`config.mk`:
```
export PLATFORM = sky130hd
export DESIGN_NAME = pre_if_stage
export DESIGN_NICKNAME = d
export VERILOG_FILES = /design/src/rtl/pre_if_stage.sv
export SDC_FILE = /design/constraint.sdc
export NUM_CORES = 1
export LEC_CHECK = 0
export BUFFER_PORTS_ARGS = -buffer_cell sky130_fd_sc_hd__buf_2
export CAP_MARGIN = 25
export CORE_MARGIN = 1.5
export CORE_UTILIZATION = 45
export CTS_CLUSTER_DIAMETER = 120
export DETAILED_ROUTE_END_ITERATION = 8
export PLACE_DENSITY = 0.74
export REMOVE_ABC_BUFFERS = 1
export SLEW_MARGIN = 10
export SYNTH_ARGS = -nofsm -noshare
export SYNTH_HDL_FRONTEND = slang
export SYNTH_SLANG_ARGS = --single-unit
```
`constraint.sdc`:
```
create_clock -name clk -period 4.4 [get_ports clk]
set_input_delay 0.66 -clock clk [delete_from_list [all_inputs] [get_ports clk]]
set_output_delay 0.66 -clock clk [all_outputs]
set_load 0.02 [all_outputs]
```
`src/rtl/pre_if_stage.sv`:
```
// Pre-fetch stage: owns the fetch PC, picks the next PC, issues inst-sram address requests
// and hands accepted fetches (or excepting PCs) to if_stage; tracks stale fetches to drop.
module pre_if_stage #(
  parameter logic [31:0]  RESET_PC = 32'hbfc00000,
  parameter int unsigned  BUS_WD   = 35
) (
  input  logic              clk,
  input  logic              reset,
  input  logic              fs_allowin,
  output logic              ps_to_fs_valid,
  output logic [BUS_WD-1:0] ps_to_fs_bus,
  input  logic              br_stall,
  input  logic              br_taken,
  input  logic [31:0]       br_target,
  input  logic              slot_issued,
  input  logic              handle_exc,
  input  logic              handle_eret,
  input  logic              pipe_flush,
  input  logic [31:0]       ex_entry,
  input  logic [31:0]       epc,
  input  logic [31:0]       refetch_pc,
  input  logic              tlb_miss,
  input  logic              tlb_invalid,
  output logic              inst_sram_req,
  output logic [31:0]       inst_sram_addr,
  input  logic              inst_sram_addr_ok,
  input  logic              inst_sram_data_ok,
  output logic              ps_drop
);

  localparam int unsigned CNT_W = 2;

  logic [31:0]      ps_pc_q, ps_pc_d;
  logic             pend_q, pend_d;
  logic             redir_vld_q, redir_vld_d;
  logic [31:0]      redir_buf_q, redir_buf_d;
  logic             br_vld_q, br_vld_d;
  logic [31:0]      br_buf_q, br_buf_d;
  logic [CNT_W-1:0] drop_cnt_q, drop_cnt_d;

  logic        pc_adel, ps_ex;
  logic        wb_redir, br_redir, redir_now;
  logic [31:0] wb_tgt, redir_tgt, seq_tgt;
  logic        issue_ok, req, acc, stale_acc, fetch_handoff, exc_handoff, drop_dec;

  // Request/hand-off decode from the current PC and this cycle's redirects
  always_comb begin
    pc_adel   = |ps_pc_q[1:0];
    ps_ex     = pc_adel | tlb_miss | tlb_invalid;
    wb_redir  = handle_exc | handle_eret | pipe_flush;
    br_redir  = br_taken & slot_issued;
    redir_now = wb_redir | br_redir;
    if (handle_exc)       wb_tgt = ex_entry;
    else if (handle_eret) wb_tgt = epc;
    else                  wb_tgt = refetch_pc;
    redir_tgt = wb_redir ? wb_tgt : br_target;
    // A taken branch whose slot is still ours: the slot goes out first, then the target
    if (br_vld_q)                      seq_tgt = br_buf_q;
    else if (br_taken && !slot_issued) seq_tgt = br_target;
    else                               seq_tgt = ps_pc_q + 32'd4;
    issue_ok      = !ps_ex && fs_allowin && !(br_stall && slot_issued) && (drop_cnt_q != 2'd3);
    req           = !reset && (pend_q || issue_ok);
    acc           = req && inst_sram_addr_ok;
    stale_acc     = acc && (redir_vld_q || redir_now);
    fetch_handoff = acc && !stale_acc;
    exc_handoff   = !reset && !req && ps_ex && fs_allowin && !redir_now;
    drop_dec      = inst_sram_data_ok && (drop_cnt_q != '0);
  end

  // Next-state logic for PC, pending request, redirect/branch buffers and drop counter
  always_comb begin
    ps_pc_d     = ps_pc_q;
    pend_d      = req && !inst_sram_addr_ok;
    redir_vld_d = redir_vld_q;
    redir_buf_d = redir_buf_q;
    br_vld_d    = br_vld_q;
    br_buf_d    = br_buf_q;
    drop_cnt_d  = drop_cnt_q + CNT_W'(stale_acc) - CNT_W'(drop_dec);

    if (req && !inst_sram_addr_ok) begin
      // Address must stay put; remember where to go once the stale request is accepted
      if (wb_redir) begin
        redir_vld_d = 1'b1;
        redir_buf_d = wb_tgt;
      end else if (br_redir && !redir_vld_q) begin
        redir_vld_d = 1'b1;
        redir_buf_d = br_target;
      end
    end else if (acc) begin
      redir_vld_d = 1'b0;
      if (redir_now)        ps_pc_d = redir_tgt;
      else if (redir_vld_q) ps_pc_d = redir_buf_q;
      else                  ps_pc_d = seq_tgt;
    end else if (redir_now) begin
      ps_pc_d = redir_tgt;
    end

    if (wb_redir || fetch_handoff) begin
      br_vld_d = 1'b0;
    end else if (br_taken && !slot_issued) begin
      br_vld_d = 1'b1;
      br_buf_d = br_target;
    end
  end

  always_ff @(posedge clk) begin
    if (reset) begin
      ps_pc_q     <= RESET_PC;
      pend_q      <= 1'b0;
      redir_vld_q <= 1'b0;
      redir_buf_q <= '0;
      br_vld_q    <= 1'b0;
      br_buf_q    <= '0;
      drop_cnt_q  <= '0;
    end else begin
      ps_pc_q     <= ps_pc_d;
      pend_q      <= pend_d;
      redir_vld_q <= redir_vld_d;
      redir_buf_q <= redir_buf_d;
      br_vld_q    <= br_vld_d;
      br_buf_q    <= br_buf_d;
      drop_cnt_q  <= drop_cnt_d;
    end
  end

  assign inst_sram_req  = req;
  assign inst_sram_addr = ps_pc_q;
  assign ps_to_fs_valid = fetch_handoff || exc_handoff;
  assign ps_to_fs_bus   = BUS_WD'({pc_adel, tlb_miss, tlb_invalid, ps_pc_q});
  assign ps_drop        = (drop_cnt_q != '0);

endmodule

```
==> impl_metrics.py, run 1 <==
metrics = {
    "sta": {
        "grt_setup_unrepaired": "no",
        "slew_headroom": 0.331,
        "fin_worst_skew_ns": 0.00310,
        "setup_viol": 0,
        "fmax_mhz": 350,
        "timing_hold_violations_final": 0,
        "finalCritPeriodShare": 0.650,
        "final_max_slew_viol_count": 0,
        "layout_min_cycle_time_ns": 2.86,
        "worst_slew_pin_slew_ns": 1.00,
    },
    "placement": {
        "port-buffer-count": 210,
        "post_dp_cell_area_sq_mm": 0.00757,
        "place_congestion": 0.841,
        "hpwlAfterDp_um": 14400,
        "dp_cells": 1224,
    },
    "layout": {
        "utilization": 0.540,
        "drive_gt1_frac": 0.251,
        "mostFrequentLayoutCells": "buf_2, nand2_1, a21oi_1, dfxtp_1, nor2_1",
        "fill_cells": 1455,
        "stdcell_area_sq_mm": 0.00785,
        "finalNonFillerCells": 1239,
        "area_growth_pct": 17.4,
        "num_antenna_cells": 0,
        "fin_nets": 1195,
        "final_common_cell": "buf_2",
    },
    "grt": {
        "grt_usage": 0.262,
        "overflow": 0,
        "grt_first_pass_wirelength_um": 33500,
        "grt_pass1_vias": 6635,
        "grt_max_degree": 69,
        "antenna_found_initial": 0,
    },
    "floorplan": {
        "start_util": 0.460,
        "core_sq_mm": 0.0145,
        "rows": 44,
        "die_h_um": 125,
        "dieArea_sq_mm": 0.0156,
        "die_w_um": 125,
        "ios": 211,
    },
    "hold_path": {
        "hp-class": "flop to flop",
    },
    "run_status": {
        "status": "finished clean",
    },
    "synthesis": {
        "synth_top_family_by_area": "compound AO/OA/AOI/OAI gates",
        "synthDistinctLibCells": 60,
        "synth_compound_area_frac": 0.239,
        "ys_seq_elements": 101,
        "synthArstFlopShare": 0,
        "synthSimpleGateAreaFrac": 0.226,
        "syn_avg_cell_area_sq_um": 7.30,
        "synth_xor_area_frac": 0.0314,
        "muxShareOfSynthArea": 0.102,
        "synth_ff_type": "dfxtp_1",
        "synthAdderAreaFrac": 0.00561,
        "yosys_warnings": 0,
        "syn_inst": 916,
        "ys_seq_area_frac": 0.302,
        "synth_edf_count": 0,
        "netlist_area_sq_mm": 0.00669,
    },
    "clock_tree": {
        "clkSinkCount": 101,
        "clockBufferDepth": 2,
        "clockRootBuffer": "clkbuf_16",
        "path_clk_slew_ns": 0.07,
        "cts_tree": "yes",
        "cts_buffers": 9,
        "insertion_delay_ns": 0.35,
        "htreeDepth": 3,
        "postCtsSetupBuffers": 0,
        "post_cts_resized": 0,
        "holdBufCountCts": 0,
    },
    "routing": {
        "ant_nets": 0,
        "first_pass_iters": 5,
        "via_count": 7075,
        "wl_per_cell_um": 16.7,
        "totalWireLength_um": 20700,
        "via_per_inst": 5.71,
        "drc": 0,
        "drtIter0Drc": 793,
    },
    "worst_setup_path": {
        "cp.required_ns": 3.74,
        "end_kind": "output port",
        "cpMaxStageDelayCell": "nor4_2",
        "crit_path_max_incr_delay_ns": 0.49,
        "path_max_fanout": 6,
        "critPathArrivalTime_ns": 2.20,
        "critPathLaunchType": "flop",
        "crit_path_cell_trace": "nor4_2, a31oi_1, nor3_2, a21o_1, buf_2",
        "path_class": "flop to output port",
    },
    "power": {
        "power_density_mw_per_mm2": 297,
        "cellLeakagePower_uw": 0.00344,
        "peakVddDrop_mv": 0.191,
    },
    "run": {
        "cap_violations": 0,
    },
}
==> Yosys cell counts, types with 3 or more instances <==
library cell	instances	share of area
a211oi_1	9	0.010
a21oi_1	102	0.076
a221o_1	4	0.0060
a221oi_1	17	0.022
a311oi_1	3	0.0039
a31oi_1	5	0.0047
and3_1	3	0.0028
and4_1	4	0.0052
buf_1	4	0.0022
buf_2	4	0.0030
buf_4	39	0.044
buf_6	4	0.0067
clkbuf_1	55	0.031
dfxtp_1	101	0.30
ha_1	3	0.0056
inv_1	11	0.0062
mux2i_1	66	0.099
nand2_1	174	0.098
nand3_1	16	0.012
nand3b_1	4	0.0045
nand4_1	12	0.011
nor2_1	79	0.044
nor2b_1	6	0.0056
nor3_1	10	0.0075
nor3b_1	4	0.0045
nor4_1	5	0.0047
o211ai_1	16	0.018
o21ai_0	76	0.057
o221ai_1	6	0.0079
o31ai_1	4	0.0045
or3_1	5	0.0047
xnor2_1	18	0.024
xor2_1	6	0.0079
==> final timing paths <==
check | startpoint | endpoint | slack (ns) | cells past startpoint
worst min register to register | redir_buf_q[8] | redir_buf_q[8] | 0.45 | 2
worst min-delay path | redir_buf_q[8] | redir_buf_q[8] | 0.45 | 2
worst max register to register | inst_sram_addr[0] | br_buf_q[20] | 1.62 | 7
worst max-delay path | inst_sram_addr[0] | ps_to_fs_valid | 1.54 | 5
==> cell families after synthesis <==
logic type | after synthesis
simple gates | 338
compound gates | 265
buf+inv | 117
flops | 101
mux | 68
xor+xnor | 24
fa+ha+maj | 3
==> critical path, delay by kind of cell (launching register included) <==
family          cells  cell delay (ns)
simple gates        2             0.90
buf+inv             1             0.16
compound gates      2             0.44
flops               1             0.35
==> registers in the layout, summed over array words and instances, names as in the netlist <==
name / count
br_buf_q: 32
inst_sram_addr: 32
redir_buf_q: 32
drop_cnt_q: 2
br_vld_q: 1
pend_q: 1
redir_vld_q: 1
==> through the flow <==
step	setup TNS, ns	worst slack [ns]	hold slack (ns)	total power [uW]
finish	0	1.54	0.452	2330
global route	0	1.38	0.474	2430
CTS	0	1.56	0.452	2330
detailed placement	0	1.30	0.442	1580
global placement	0	1.36	0.438	1570
floorplan	-44.15	-0.855	0.426	1330
==> routing by layer <==
| metal | wire, um | vias up | global-route usage |
|---|---|---|---|
| met4 | 341 | 0 | 0.0709 |
| met2 | 9760 | 300 | 0.452 |
| met3 | 1480 | 30 | 0.0391 |
| met1 | 9100 | 3258 | 0.343 |
| li1 | - | 3487 | - |
| met5 | 0 | - | 0 |
==> where the power goes <==
group / internal, uW / switching [uW] / leakage [uW]
Combinational: 219 / 315 / 0.00248
Clock: 427 / 344 / 0.000139
Sequential: 956 / 69.3 / 0.000824
Total: 1600 / 728 / 0.00344
==> cell type report <==
cell class	instances	area (sq um)	share of cell area
clock buffer	14	274	0.0349
clock inverter	1	5.00	0.000638
inverter	11	41.3	0.00526
multi-input combinational	698	4060	0.517
sequential	101	2020	0.258
tap	184	230	0.0293
timing repair buffer	230	1210	0.155
Power figures use the tool's default switching activity.
==> run 2: changes to the inputs <==
- clock period: 4.4 -> 2.71 ns (I/O delays scaled with it)
==> run 2 against run 1 <==
  * Sequential power is 60% higher
  * Via count is 1.7% higher
  * Total power is 62% higher
  * Worst setup slack worse by 1.4 ns
  * First-iteration DRC count is 13% lower
  * Highest routed layer unchanged
==> impl_metrics.py, run 2 (same netlist as run 1, synthesis figures left out) <==
metrics = {
    "clock_tree": {
        "clkSinkCount": 101,
        "clockRootBuffer": "clkbuf_16",
        "holdBufCountCts": 0,
        "path_clk_slew_ns": 0.07,
        "cts_buffers": 9,
        "insertion_delay_ns": 0.35,
        "clockBufferDepth": 2,
        "htreeDepth": 3,
        "cts_tree": "yes",
    },
    "worst_setup_path": {
        "reg2reg_slack_ns": 0.25,
        "startpoint": "inst_sram_addr[0]",
        "path_max_fanout": 5,
        "end_kind": "output port",
        "r2r_start": "inst_sram_addr[13]",
        "r2r-end": "inst_sram_addr[31]",
        "cp.required_ns": 2.30,
        "worst-r2r-cell-count": 5,
        "critPathLaunchType": "flop",
        "path_class": "flop to output port",
        "critPathArrivalTime_ns": 2.17,
    },
    "routing": {
        "drtIter0Drc": 687,
        "totalWireLength_um": 21000,
        "first_pass_iters": 5,
        "via_count": 7197,
        "drc": 0,
        "via_per_inst": 5.71,
        "ant_nets": 0,
        "wl_per_cell_um": 16.7,
    },
    "grt": {
        "grt_first_pass_wirelength_um": 33500,
        "overflow": 0,
        "grt_usage": 0.262,
        "antenna_found_initial": 0,
        "grt_pass1_vias": 6616,
        "grt_max_degree": 61,
    },
    "hold_path": {
        "holdPathEnd": "br_buf_q[21]",
        "holdPathStages": 3,
        "hp-class": "input port to flop",
        "min_from": "br_target[21]",
    },
    "sta": {
        "tns_ns": 0,
        "finalCritPeriodShare": 0.951,
        "timing_hold_violations_final": 0,
        "fin_worst_skew_ns": 0.00643,
        "setup_viol": 0,
        "grt_setup_unrepaired": "no",
        "layout_min_cycle_time_ns": 2.58,
        "final_max_slew_viol_count": 0,
        "slew_headroom": 0.539,
        "fmax_mhz": 388,
        "worst_slew_pin_slew_ns": 0.690,
    },
    "run_status": {
        "status": "finished clean",
    },
    "layout": {
        "regArea_sq_mm": 0.00202,
        "multiInputGateArea_sq_mm": 0.00407,
        "final_common_cell": "buf_2",
        "drive_gt1_frac": 0.266,
        "fill_cells": 1451,
        "fin_nets": 1217,
        "utilization": 0.553,
        "finalNonFillerCells": 1261,
        "area_growth_pct": 20.2,
        "num_antenna_cells": 0,
        "mostFrequentLayoutCells": "buf_2, nand2_1, a21oi_1, dfxtp_1, nor2_1",
    },
    "floorplan": {
        "die_h_um": 125,
        "core_sq_mm": 0.0145,
        "start_util": 0.460,
        "dieArea_sq_mm": 0.0156,
        "rows": 44,
        "die_w_um": 125,
        "ios": 211,
    },
    "power": {
        "power_density_mw_per_mm2": 469,
        "peakVddDrop_mv": 0.372,
        "cellLeakagePower_uw": 0.00356,
    },
    "placement": {
        "port-buffer-count": 210,
        "place_congestion": 0.865,
        "hpwlAfterDp_um": 14900,
        "dp_cells": 1246,
    },
    "run": {
        "cap_violations": 0,
    },
}
==> run 2: cell types whose count changed in the layout (fill, tap and decap cells not counted) <==
cell,change
buf_12,+3
buf_4,+19
clkbuf_1,+1
clkbuf_8,-2
clkinv_2,+1
nor4_2,-1
nor4_4,+1
==> run 2: final cells by class <==
| class | instances | share of cell area |
|---|---|---|
| multi-input combinational | 698 | 0.506 |
| sequential | 101 | 0.252 |
| timing repair buffer | 252 | 0.176 |
| clock buffer | 13 | 0.0311 |
| tap | 184 | 0.0286 |
| inverter | 11 | 0.00513 |
| clock inverter | 2 | 0.00124 |
==> run 2: metrics by stage <==
stage / total power, uW / area, sq um / worst slack, ns / hold WS, ns
after floorplan: 2160 / 6110 / -2.29 / 0.426
after global placement: 2580 / 7770 / 0.236 / 0.440
after detailed placement: 2590 / 7770 / 0.228 / 0.445
after CTS: 3770 / 8030 / 0.0521 / 0.315
after global routing: 3930 / 8040 / 0.0482 / 0.326
final: 3770 / 8040 / 0.134 / 0.320
==> run 2: worst max-delay path by stage <==
stage | slack, ns | to
after global placement | 0.24 | br_buf_q[3]
after detailed placement | 0.23 | br_buf_q[17]
after CTS | 0.05 | ps_to_fs_valid
after floorplan | -2.29 | br_buf_q[0]
after global routing | 0.05 | ps_to_fs_valid
final | 0.13 | ps_to_fs_valid
==> run 2: report_power, final <==
group	switching [uW]	internal, uW
clock network	573	642
logic	531	376
registers	98.4	1550
total	1200	2570
==> run 2: worst max-delay path: stages (launching register included) <==
cell and delay, ns:
dfxtp_1 0.36, nor4_4 0.37, a31oi_1 0.16, buf_4 0.18, nor3_2 0.28, buf_4 0.19
a21o_1 0.10, buf_2 0.16
==> run 2: per-layer routing <==
| metal | track usage | vias up | wire length, um |
|---|---|---|---|
| li1 | - | 3537 | - |
| met1 | 0.339 | 3312 | 9100 |
| met2 | 0.446 | 319 | 9960 |
| met3 | 0.0438 | 29 | 1550 |
| met4 | 0.0862 | 0 | 378 |
| met5 | 0 | - | 0 |
==> run 2: what timing repair did <==
| item | 4_1_cts | 5_1_grt |
|---|---|---|
| gates resized for setup | 0 | 1 |
| setup endpoints to repair | 0 | 1 |
| buffers inserted | 0 | 0 |
==> run 3: changes to the inputs <==
- CTS_BUF_LIST: unset -> sky130_fd_sc_hd__clkbuf_2
==> run 3 against run 2 <==
  * Die area stayed put
  * Clock skew rose by 0.012 ns
  * Core utilization is 1.1 points lower
  * Final area down 1.9%
  * Global-route usage decreased by 0.082 points
  * Largest power group unchanged
==> impl_metrics.py, run 3 (same netlist as run 1, synthesis figures left out) <==
metrics = {
    "power": {
        "power_density_mw_per_mm2": 405,
        "cellLeakagePower_uw": 0.00350,
        "peakVddDrop_mv": 0.236,
        "total_power_uw": 3190,
    },
    "sta": {
        "worst_slew_pin_slew_ns": 0.702,
        "grt_setup_unrepaired": "no",
        "finalCritPeriodShare": 0.934,
        "final_max_slew_viol_count": 0,
        "layout_min_cycle_time_ns": 2.53,
        "timing_hold_violations_final": 0,
        "fmax_mhz": 395,
        "setup_viol": 0,
        "slew_headroom": 0.531,
        "fin_worst_skew_ns": 0.0189,
    },
    "routing": {
        "m1WireLength_um": 8860,
        "drtIter0Drc": 636,
        "maxUsedRoutingLayer": "met4",
        "totalWireLength_um": 21000,
        "wl_per_cell_um": 16.6,
        "ant_nets": 0,
        "first_pass_iters": 6,
        "wl_met3_um": 1790,
        "wl_met2_um": 9890,
        "drc": 0,
        "via_count": 7219,
        "via_per_inst": 5.72,
    },
    "placement": {
        "hpwlAfterDp_um": 14900,
        "dp_cells": 1246,
        "place_congestion": 0.865,
        "port-buffer-count": 210,
    },
    "clock_tree": {
        "clockRootBuffer": "clkbuf_2",
        "htreeDepth": 3,
        "cts_tree": "yes",
        "path_clk_slew_ns": 0.27,
        "cts_buffers": 9,
        "insertion_delay_ns": 0.60,
        "clkSinkCount": 101,
        "clockBufferDepth": 2,
        "holdBufCountCts": 0,
    },
    "grt": {
        "grt_pass1_vias": 6604,
        "overflow": 0,
        "grt_first_pass_wirelength_um": 33300,
        "grt_max_degree": 61,
        "grt_usage": 0.262,
        "antenna_found_initial": 0,
    },
    "layout": {
        "mostFrequentLayoutCells": "buf_2, nand2_1, a21oi_1, dfxtp_1, nor2_1",
        "num_antenna_cells": 0,
        "final_common_cell": "buf_2",
        "area_growth_pct": 17.9,
        "fin_nets": 1219,
        "finalNonFillerCells": 1263,
        "drive_gt1_frac": 0.271,
    },
    "floorplan": {
        "rows": 44,
        "start_util": 0.460,
        "die_w_um": 125,
        "dieArea_sq_mm": 0.0156,
        "core_sq_mm": 0.0145,
        "ios": 211,
        "die_h_um": 125,
    },
    "worst_setup_path": {
        "cp.required_ns": 2.30,
        "end_kind": "output port",
        "path_class": "flop to output port",
        "critPathArrivalTime_ns": 2.13,
        "critPathLaunchType": "flop",
        "path_max_fanout": 5,
    },
    "hold_path": {
        "hp-class": "input port to flop",
    },
    "run": {
        "cap_violations": 0,
    },
    "run_status": {
        "status": "finished clean",
    },
}
[run 3: area by class of cell]
cell class	instances	area [sq um]
clock buffer	12	60.1
clock inverter	3	13.8
fill	1468	6650
inverter	11	41.3
multi-input combinational	698	4080
sequential	101	2030
tap	184	230
timing repair buffer	254	1430
[run 3: worst paths after layout]
check	from	to	slack, ns	cells past startpoint
worst min register to register	redir_buf_q[20]	redir_buf_q[20]	0.47	2
worst max-delay path	inst_sram_addr[1]	ps_to_fs_valid	0.18	7
worst min-delay path	br_target[15]	br_buf_q[15]	0.05	3
worst max register to register	inst_sram_addr[13]	inst_sram_addr[31]	0.21	5
[run 3: layer usage]
| layer | GRT usage | up-vias |
|---|---|---|
| li1 | - | 3539 |
| met1 | 0.339 | 3293 |
| met2 | 0.446 | 349 |
| met5 | 0 | - |
| met4 | 0.0856 | 0 |
| met3 | 0.0412 | 38 |
[run 3: timing repair]
item | in CTS | in global routing
resized for setup | 2 | 3
setup endpoints to repair | 1 | 1
pin swaps | 1 | 1
buffers inserted | 1 | 1
[run 3: critical path, stage by stage, from the launching register on]
cell and delay (ns):
dfxtp_4 0.42, nor4_4 0.27, a31oi_1 0.14, buf_4 0.17
nor3_4 0.12, buf_4 0.15, a21o_1 0.10, buf_2 0.16
[run 3: metrics by stage]
| stage | setup TNS (ns) | util | hold slack [ns] | setup WS [ns] | cell area [sq um] |
|---|---|---|---|---|---|
| floorplan | -187.59 | - | 0.426 | -2.29 | 6110 |
| global placement | 0 | 0.535 | 0.440 | 0.236 | 7770 |
| detailed placement | 0 | 0.535 | 0.445 | 0.228 | 7770 |
| CTS | 0 | 0.541 | 0.0392 | 0.00456 | 7870 |
| global route | 0 | 0.543 | 0.0333 | 0.0768 | 7890 |
| finish | 0 | 0.543 | 0.0524 | 0.178 | 7890 |
[run 3: where the power goes]
part / internal (uW) / switching, uW / total [uW]
Sequential: 1560 / 101 / 1660
Clock: 122 / 504 / 626
Combinational: 378 / 532 / 910
